[config.mk]
export PLATFORM = sky130hd
export DESIGN_NAME = contador_mod6
export DESIGN_NICKNAME = d
export VERILOG_FILES = /design/src/rtl/contador_mod6_pkg.sv /design/src/rtl/contador_mod6.sv
export SDC_FILE = /design/constraint.sdc
export NUM_CORES = 1
export LEC_CHECK = 0
export BUFFER_PORTS_ARGS = -buffer_cell sky130_fd_sc_hd__buf_4
export CAP_MARGIN = 20
export CORE_AREA = 2 2 39 41
export CTS_BUF_LIST = sky130_fd_sc_hd__clkbuf_4 sky130_fd_sc_hd__clkbuf_8
export DETAILED_ROUTE_END_ITERATION = 6
export DIE_AREA = 0 0 41 43
export GPL_TIMING_DRIVEN = 0
export PLACE_DENSITY = 0.53
export SYNTH_ARGS = -nofsm -noshare
export SYNTH_HDL_FRONTEND = slang
export SYNTH_SLANG_ARGS = --single-unit
[constraint.sdc]
create_clock -name clk -period 1.8 [get_ports clk]
set_input_delay 0.18 -clock clk [delete_from_list [all_inputs] [get_ports clk]]
set_output_delay 0.18 -clock clk [all_outputs]
set_load 0.01 [all_outputs]
[src/rtl/contador_mod6_pkg.sv]
// Shared timer definitions: digit width, tens modulus and the BCD digit type
// used by the units, tens and minutes counters.
package contador_mod6_pkg;

    localparam int TENS_MOD = 6;
    localparam int DIGIT_W  = 4;

    typedef logic [DIGIT_W-1:0] bcd_digit_t;

endpackage : contador_mod6_pkg

[src/rtl/contador_mod6.sv]
// Tens-of-seconds digit of the microwave countdown: loadable mod-6 BCD down
// counter with async active-high clear, terminal-count borrow and zero flag.
module contador_mod6
    import contador_mod6_pkg::*;
#(
    parameter int MODULUS = TENS_MOD,
    parameter int WIDTH   = DIGIT_W
) (
    input  logic             clk,
    input  logic             clrn,
    input  logic [WIDTH-1:0] data,
    input  logic             loadn,
    input  logic             en,
    output logic [WIDTH-1:0] tens,
    output logic             tc,
    output logic             zero
);

    localparam logic [WIDTH-1:0] MAX_VAL = WIDTH'(MODULUS - 1);

    // Keypad digits beyond the top of the range saturate instead of wrapping.
    function automatic logic [WIDTH-1:0] clamp(input logic [WIDTH-1:0] d);
        return (d > MAX_VAL) ? MAX_VAL : d;
    endfunction

    always_ff @(posedge clk or posedge clrn) begin
        if (clrn) begin
            tens <= '0;
        end else if (!loadn) begin
            tens <= clamp(data);
        end else if (tens > MAX_VAL) begin
            // Recover from an illegal register value on any count or hold edge.
            tens <= MAX_VAL;
        end else if (en) begin
            tens <= (tens == '0) ? MAX_VAL : tens - 1'b1;
        end
    end

    assign zero = (tens == '0);
    // While clearing there is no load, so the borrow follows en alone.
    assign tc   = en & zero & (loadn | clrn);

endmodule : contador_mod6

# --- Word-level counts from Yosys, hierarchy flattened ---
# Index checks and enable logic that the tools add are counted.
classes:
  order_cmp: 2
  add_sub_neg: 1
  reduce_logical: 1
  eq_ne: 1
  muxes: 5
  bitwise_logic: 3
op_table:
  columns: ["operator", "count"]
  rows:
  - ["two-way mux 4 bit", 5]
  - ["greater-than comparator 4 x 3 -> 1 bit (second input constant)", 2]
  - ["zero test 4 bit", 1]
  - ["subtractor 4 x 1 -> 4 bit (second input constant)", 1]
  - ["!= test 3 x 1 -> 1 bit (second input constant)", 1]
  - ["bitwise AND 1 bit", 2]
  - ["OR 1 bit", 1]
word_totals:
  register_bits: 4
  inputBits: 8
  out_inout_bits: 6

# --- Depth between registers and ports, before layout ---
# Gate-level depths: netlist of the first run.
depth:
  depth_word: 5
  depth_mapped: 5
  mapped_depth_nobuf: 5

# --- Least setup slack after synthesis of the first run ---
# Ideal clock, no wire load.
synth_path:
  path_type: "register -> register"
  from: "register tens[0]"
  to: "register tens[1]"
  synth_period_minus_slack_ps: 1610
  path_stages_with_launch: 6
  arrival_time_ps: 1485
  slack_ps: 190
  cell_sequence: "dfrtp_1 -> inv_1 -> ha_1 -> nor3b_4 -> or3_4 -> mux2_4"
synth_via:
  elab_chain_cells: 5
  word_cells_on_any_way: 8
synth_lines:
  columns: ["item", "line", "text"]
  rows:
  - ["start: declaration", "contador_mod6.sv:14", "output logic [WIDTH-1:0] tens,"]
  - ["start signal: assignment", "contador_mod6.sv:30", "tens <= clamp(data);"]
  - ["start signal: assignment", "contador_mod6.sv:35", "tens <= (tens == '0) ? MAX_VAL : tens - 1'b1;"]
  - ["subtractor 4 x 1 -> 4 bit / zero test 4 bit (equally long branches)", "contador_mod6.sv:35", null]
  - ["two-way mux 4 bit", "contador_mod6.sv:35", null]
  - ["two-way mux 4 bit", "contador_mod6.sv:34", "end else if (en) begin"]
  - ["two-way mux 4 bit", "contador_mod6.sv:31", "end else if (tens > MAX_VAL) begin"]
  - ["two-way mux 4 bit", "contador_mod6.sv:29", "end else if (!loadn) begin"]
# Several ways; a longest one is shown, not always the timed one. The select of a mux whose other input is x is not followed.
# A chain may end at the register's enable or synchronous reset.

# --- Worst setup path in the final report of the first run ---
layout_path:
  from: "register tens[0]"
  to: "output port tc"
layout_via:
  elab_chain_cells: 3
layout_lines:
  columns: ["item", "line", "text"]
  rows:
  - ["zero test 4 bit", "contador_mod6.sv:39", "assign zero = (tens == '0);"]
  - ["bitwise AND 1 bit (2 in a row)", "contador_mod6.sv:41", "assign tc = en & zero & (loadn | clrn);"]
  - ["end: declaration", "contador_mod6.sv:15", "output logic tc,"]
# No other way between the ends.

==> summary.md, run 1 <==
| Metric | Value |
|---|---|
| Status | complete, no violations |
| Vias | 272 |
| Final period util | between 90% and 100% |
| Setup violations, final | 0 |
| GPL Wtd Cong | between 0.6 and 0.7 |
| Worst reg2reg startpoint | tens[0] |
| Max FFs per register | 4 |
| Reg2reg setup slack | 150 ps |
| Pin count of the biggest net entering global routing | 7 |
| Clock root buffer | clkbuf_4 |
| Storage element area | 100 um2 |
| CORE AREA | 0.00138 mm2 |
| Clk sink count | 4 |
| Avg Cell Area, Syn | 11.2 um2 |
| Hold Crit Depth | 2 |
| FF-to-FF path depth | 5 |
| Area delta synth->final | 52.1% |
| Endpoint, Worst Hold | tens[2] |
| Worst-skew pair later-pin latency | 230 ps |
| Final total power | 0.000584 W |
| CP Launch Type | flop |
| Synthesized area | 303 um2 |
| Fin Hold WS | between 200 and 250 ps |
| Final Net Count | 56 |
| Min-delay worst type | primary input to flop |
| Synth top area share | approximately a third |
| # rows | 14 |
| Capture point of the worst reg-to-reg path | tens[1] |
| GRT Total Usage | around 9.3% |
| Most common cell after layout, fill and taps aside | buf_4 |
| Critical path endpoint category | output pin |
| Slowest cell on the critical path | dfrtp_1 |
| Hold Crit Start | data[2] |
| Residual antenna-violating net count after detailed routing | 0 |
| Max Buffers Root-to-Sink | 2 |
| Routed WL per cell | 11.4 um |
| Main area contributors after synthesis | dfrtp_1 (33%), ha_1 (8.3%), nor3b_4 (6.2%) |
| Number of max-cap violations | 0 |
| Initial Utilization | 21.9% |
| Clock Skew | between 0.5 and 0.6 ps |
| Crit path max fanout | 4 |
| Slew Viols, Final | 0 |
| Final hold vios | 0 |
| CP Data Required Time | 1620 ps |
| Crit-path cells | inv_1 > ha_2 > nor3b_2 > o211a_1 > buf_4 |
| GR Overflow Total | 0 |
| Levels on crit path | 5 |
| Port Buf Inserts | 13 |
| CTS Buf Count | 3 |
| CP peak stage delay | 390 ps |
| ANT cells | 0 |
| CTS clock-pin slew for the worst setup and hold paths | roughly 40 ps |
| 1st-iter DRT viols | 6 |
| Data arrival, critical path | 1490 ps |
| Final wirelength | 682 um |
| Post-Synthesis Cells | 27 |
| Initial antenna violation count | 0 |
| Hpwl dp | 550 um |
| Power per cell area | 1270 mW/mm2 |
| Warnings from Yosys | 0 |
| First drt pass iteration count | 4 |
| FMAX | 600 MHz |
| Slew margin rel. | 79.2% |
| Peak VDD IR | 0.500 mV |
| Worst-Margin Slew | 308 ps |
| Cell family with most CP delay | flip-flops |
| FILL cells | approximately 150 |
| H-tree depth | 1 |
| Layout cells sized above 1 | a little over half |
| Met2 Resource Use GR | 13.8% |
| Largest regs | tens x4 |
| Busiest grt layer | met2 |
| Top reg by flops | tens |
| Unrepaired setup endpoints after global routing | false |
| Vias in the first global route | about 290 |
| Distinct cells, synth | 20 |
| Final setup TNS | 0 ps |
| I/O Pins | 14 |
| First-pass GRT wire length | 1.07 mm |
| Largest area contributor in the netlist | dfrtp_1 |
| Mapped Nets | 37 |
| Most frequent cells in the layout | buf_4 (13), dfrtp_1 (4), inv_1 (3), clkbuf_4 (3), o41ai_1 (2) |
| Critical path class | flop to output pin |
| Leakage | 0.225 nW |
| Worst Path Buf+Inv | 2 |
| GR Util met3 | 1.57% |
| Met1 global-route usage | roughly a tenth |
| Postcts setup bufs | 0 |
| DIE AREA | 0.00176 mm2 |
| Height of the chip | between 40 and 50 um |
| Vias/cell | 4.53 |
| Drt drc | 0 |
| Die W | approximately 40 um |
| Area of the multi-input gates | 199 um2 |
| Register area share after synthesis | roughly a third |
| Minimum clock period | 1670 ps |
| TritonCTS clock tree | done |
| Seq cells post-synth | 4 |
[power by group]
group	internal, W	leakage [nW]	switching [W]
clock	0.0000743	0.0138	0.0000323
sequential	0.000120	0.0481	0.0000336
combinational	0.000178	0.163	0.000147
[cells in the mapped netlist]
cell / n
a2111o_1: 1
and2b_2: 1
dfrtp_1: 4
ha_1: 2
inv_1: 3
mux2_4: 1
mux2i_1: 1
nand2_1: 1
nand2b_2: 1
nand3_1: 1
nor2_1: 1
nor3b_1: 1
nor3b_4: 1
nor4_1: 1
o211a_1: 1
o32a_1: 1
o41ai_1: 2
or3_4: 1
or4b_1: 1
xnor2_1: 1
[repair_timing]
item,4_1_cts,5_1_grt
resized for setup,1,1
setup endpoints to repair,1,1
hold endpoints to repair,4,0
hold buffers,1,0
[logic make-up (layout without fill, tap and decap cells)]
kind of cell	after synthesis	count (layout)	share of synthesized area, %
XOR/XNOR	1	1	2.89
AND/OR/NAND/NOR	10	10	27.7
multiplexers	2	2	8.26
flip-flops	4	4	33.1
AO/OA/AOI/OAI	5	5	16.1
buffers and inverters	3	20	3.72
adder cells (fa/ha/maj)	2	2	8.26
[worst max path at each step]
stage	start	endpoint	slack, ps
after floorplan	tens[0]	tens[1]	190
after global placement	tens[0]	tens[1]	100
after detailed placement	tens[0]	tens[1]	110
after CTS	tens[0]	tc	70
after global routing	tens[0]	tc	40
final	tens[0]	tc	130
[worst reg2reg max path: stages, from the launching register on]
cell and delay, ps:
dfrtp_1 390, inv_1 130, ha_2 250, nor3b_4 70
or3_4 380, mux2_4 310
[metrics by stage]
| step | utilization (%) | setup slack, ps | std cells | cell area (um2) |
|---|---|---|---|---|
| CTS | 33.1 | 67.5 | 60 | 458 |
| global route | 33.3 | 44.8 | 60 | 460 |
| finish | 33.3 | 134 | 60 | 460 |
| global placement | 30.4 | 104 | 56 | 420 |
| detailed placement | 30.4 | 115 | 56 | 420 |
| floorplan | - | 190 | 27 | 303 |
[layout make-up]
class / instances / share of cell area (%)
repair buffers: 14 / 23.4
flip-flops and latches: 4 / 21.7
well taps: 16 / 4.35
inverters: 3 / 2.45
multi-input cells: 20 / 43.2
clock buffers: 3 / 4.89
[layer usage]
layer	part of all wire [%]	wire, um
met5	0	0
met1	41	277
met2	57	390
met4	0	0
met3	1.9	13
Note: power is estimated with default switching activity, not from simulation.
==> run 2: changes to the inputs <==
--- a/config.mk
+++ b/config.mk
@@ -13,6 +13,7 @@
 export DIE_AREA = 0 0 41 43
 export GPL_TIMING_DRIVEN = 0
 export PLACE_DENSITY = 0.53
+export RECOVER_POWER = 100
 export SYNTH_ARGS = -nofsm -noshare
 export SYNTH_HDL_FRONTEND = slang
 export SYNTH_SLANG_ARGS = --single-unit
==> summary.md, run 2 (same netlist as run 1, synthesis figures left out) <==
| Metric | Value |
|---|---|
| Hpwl dp | 550 um (unchanged) |
| H-tree depth | 1 (unchanged) |
| Clock Skew | 0.576 ps (unchanged) |
| Unrepaired setup endpoints after global routing | false |
| Routed WL per cell | 11.2 um (-1.3%) |
| Part of the power in registers | 28.7% (+2.5 points) |
| Critical path class | flop to flop |
| P_int | 0.000331 W (-11%) |
| Worst reg2reg startpoint | tens[0] |
| Power per cell area | 1220 mW/mm2 (-3.7%) |
| Most frequent cells in the layout | buf_4 (8), clkbuf_4 (4), clkbuf_1 (4), dfrtp_1 (4), inv_1 (3) |
| TritonCTS clock tree | done |
| Die W | 41 um (unchanged) |
| CP Launch Type | flop |
| CTS clock-pin slew for the worst setup and hold paths | 40 ps (about the same) |
| Capture point of the worst reg-to-reg path | tens[1] |
| Hold Crit Start | data[2] |
| Data arrival, critical path | 1780 ps (+290 ps) |
| First-pass GRT wire length | 1.07 mm (unchanged) |
| Crit-path cells | inv_1 > ha_2 > nor3b_2 > or3_1 > mux2_4 |
| Storage element area | 100 um2 (unchanged) |
| Number of max-cap violations | 0 (unchanged) |
| GR Overflow Total | 0 (unchanged) |
| FMAX | 598 MHz (-0.35%) |
| Top reg by flops | tens |
| Layout cells sized above 1 | 40.9% (-11 points) |
| Setup violations, final | 0 (unchanged) |
| Fin Hold WS | 232 ps (-0.0940 ps) |
| Area delta synth->final | 43.4% |
| Clk sink count | 4 (unchanged) |
| Crit path max fanout | 4 (unchanged) |
| Reg2reg setup slack | 130 ps (-20 ps) |
| Most common cell after layout, fill and taps aside | buf_4 |
| Largest regs | tens x4 |
| FF-to-FF path depth | 5 (unchanged) |
| Worst-Margin Slew | 323 ps (+15.5 ps) |
| Final hold vios | 0 (unchanged) |
| Port Buf Inserts | 13 (unchanged) |
| Hold Crit Depth | 2 (unchanged) |
| Initial Utilization | 21.9% (unchanged) |
| Max FFs per register | 4 (unchanged) |
| CP Data Required Time | 1910 ps (+290 ps) |
| CTS Buf Count | 3 (unchanged) |
| Critical Path Start | tens[0] |
| DIE AREA | 0.00176 mm2 (unchanged) |
| Residual antenna-violating net count after detailed routing | 0 (unchanged) |
| Switching share of power | 37.7% (+1.3 points) |
| Critical path endpoint category | flop |
| Drt drc | 0 (unchanged) |
| Sw power | 0.000200 W (-5.9%) |
| Clock root buffer | clkbuf_4 |
| Final setup TNS | 0 ps (unchanged) |
| 1st-iter DRT viols | 3 (-3) |
| # rows | 14 (unchanged) |
| Worst-skew pair later-pin latency | 230 ps (about the same) |
| Max Buffers Root-to-Sink | 2 (unchanged) |
| Final wirelength | 673 um (-1.3%) |
| Height of the chip | 43 um (unchanged) |
| Initial antenna violation count | 0 (unchanged) |
| Vias | 276 (+1.5%) |
| First drt pass iteration count | 2 (-2) |
| Status | complete, no violations |
| I/O Pins | 14 (unchanged) |
| FILL cells | 151 (+3.4%) |
| Final period util | 92.9% (+0.32 points) |
| GRT Total Usage | 9.28% (unchanged) |
| Clock Power Share | 20.1% (+1.8 points) |
| Peak VDD IR | 0.469 mV (-6.3%) |
| Slew margin rel. | 78.2% (-1.0 points) |
| Comb pwr share | 51.2% (-4.3 points) |
| Final Net Count | 56 (unchanged) |
| Slowest cell on the critical path | dfrtp_1 |
| Endpoint, Worst Hold | tens[2] |
| Leakage | 0.207 nW (-8.1%) |
| ANT cells | 0 (unchanged) |
| Vias in the first global route | 287 (unchanged) |
| Vias/cell | 4.60 (+1.5%) |
| CORE AREA | 0.00138 mm2 (unchanged) |
| Cell family with most CP delay | simple AND/OR/NAND/NOR gates |
| GPL Wtd Cong | 0.672 (unchanged) |
| Slew Viols, Final | 0 (unchanged) |
| Worst Path Buf+Inv | 1 (-1) |
| CP peak stage delay | 400 ps (about the same) |
| Min-delay worst type | primary input to flop |
| Minimum clock period | 1670 ps (+5.84 ps) |
| Pin count of the biggest net entering global routing | 7 (unchanged) |
| Area of the multi-input gates | 188 um2 (-5.7%) |
| Final total power | 0.000531 W (-9.2%) |
[run 2: cell types whose count changed in the layout (fill, tap and decap cells not counted), sizes merged]
cell / delta
buf: -5
clkbuf: +5
[run 2: worst max-delay path by stage]
stage / endpoint / cells after the start / slack, ps
6_report: tens[1] / 5 / 130
5_1_grt: tc / 5 / 70
4_1_cts: tc / 5 / 70
3_5_place_dp: tens[1] / 5 / 110
3_3_place_gp: tens[1] / 5 / 100
2_1_floorplan: tens[1] / 5 / 190
[run 2: metrics by stage]
step	utilization [%]	std cells	instance area [um2]	worst slack, ps
after floorplan	-	27	303	190
after global placement	30.4	56	420	104
after detailed placement	30.4	56	420	115
after CTS	33.1	60	458	67.5
after global routing	31.4	60	434	71.2
final	31.4	60	434	129
[run 2: layout make-up]
class | instances | area share, %
Inverter | 3 | 2.59
Clock buffer | 3 | 5.19
Timing Repair Buffer | 14 | 21.3
Multi-Input combinational cell | 20 | 43.2
Tap cell | 16 | 4.61
Sequential cell | 4 | 23.1
[run 2: power groups by stage]
stage                     clock, W  combinational (W)  sequential (W)
final                     0.000107           0.000272        0.000152
after global routing      0.000118           0.000296        0.000156
after CTS                 0.000116           0.000322        0.000155
after detailed placement         0           0.000316        0.000155
after global placement           0           0.000317        0.000154
after floorplan                  0           0.000203        0.000161
[run 2: what timing repair did]
| item | CTS | global route |
|---|---|---|
| resized for setup | 1 | 1 |
| hold endpoints to repair | 4 | 0 |
| setup endpoints to repair | 1 | 1 |
| setup buffers | 0 | 0 |
| hold buffers | 1 | 0 |
[run 2: layer usage]
| layer | track usage, % | wire length [um] |
|---|---|---|
| met3 | 1.57 | 14 |
| met1 | 9.80 | 276 |
| met5 | 0 | 0 |
| met2 | 13.8 | 381 |
| met4 | 10.0 | 0 |
[run 2: worst reg2reg max path, cell delays in order (launching register included)]
cell,delay (ps)
dfrtp_1,400
inv_1,130
ha_2,230
nor3b_2,70
or3_1,400
mux2_4,320
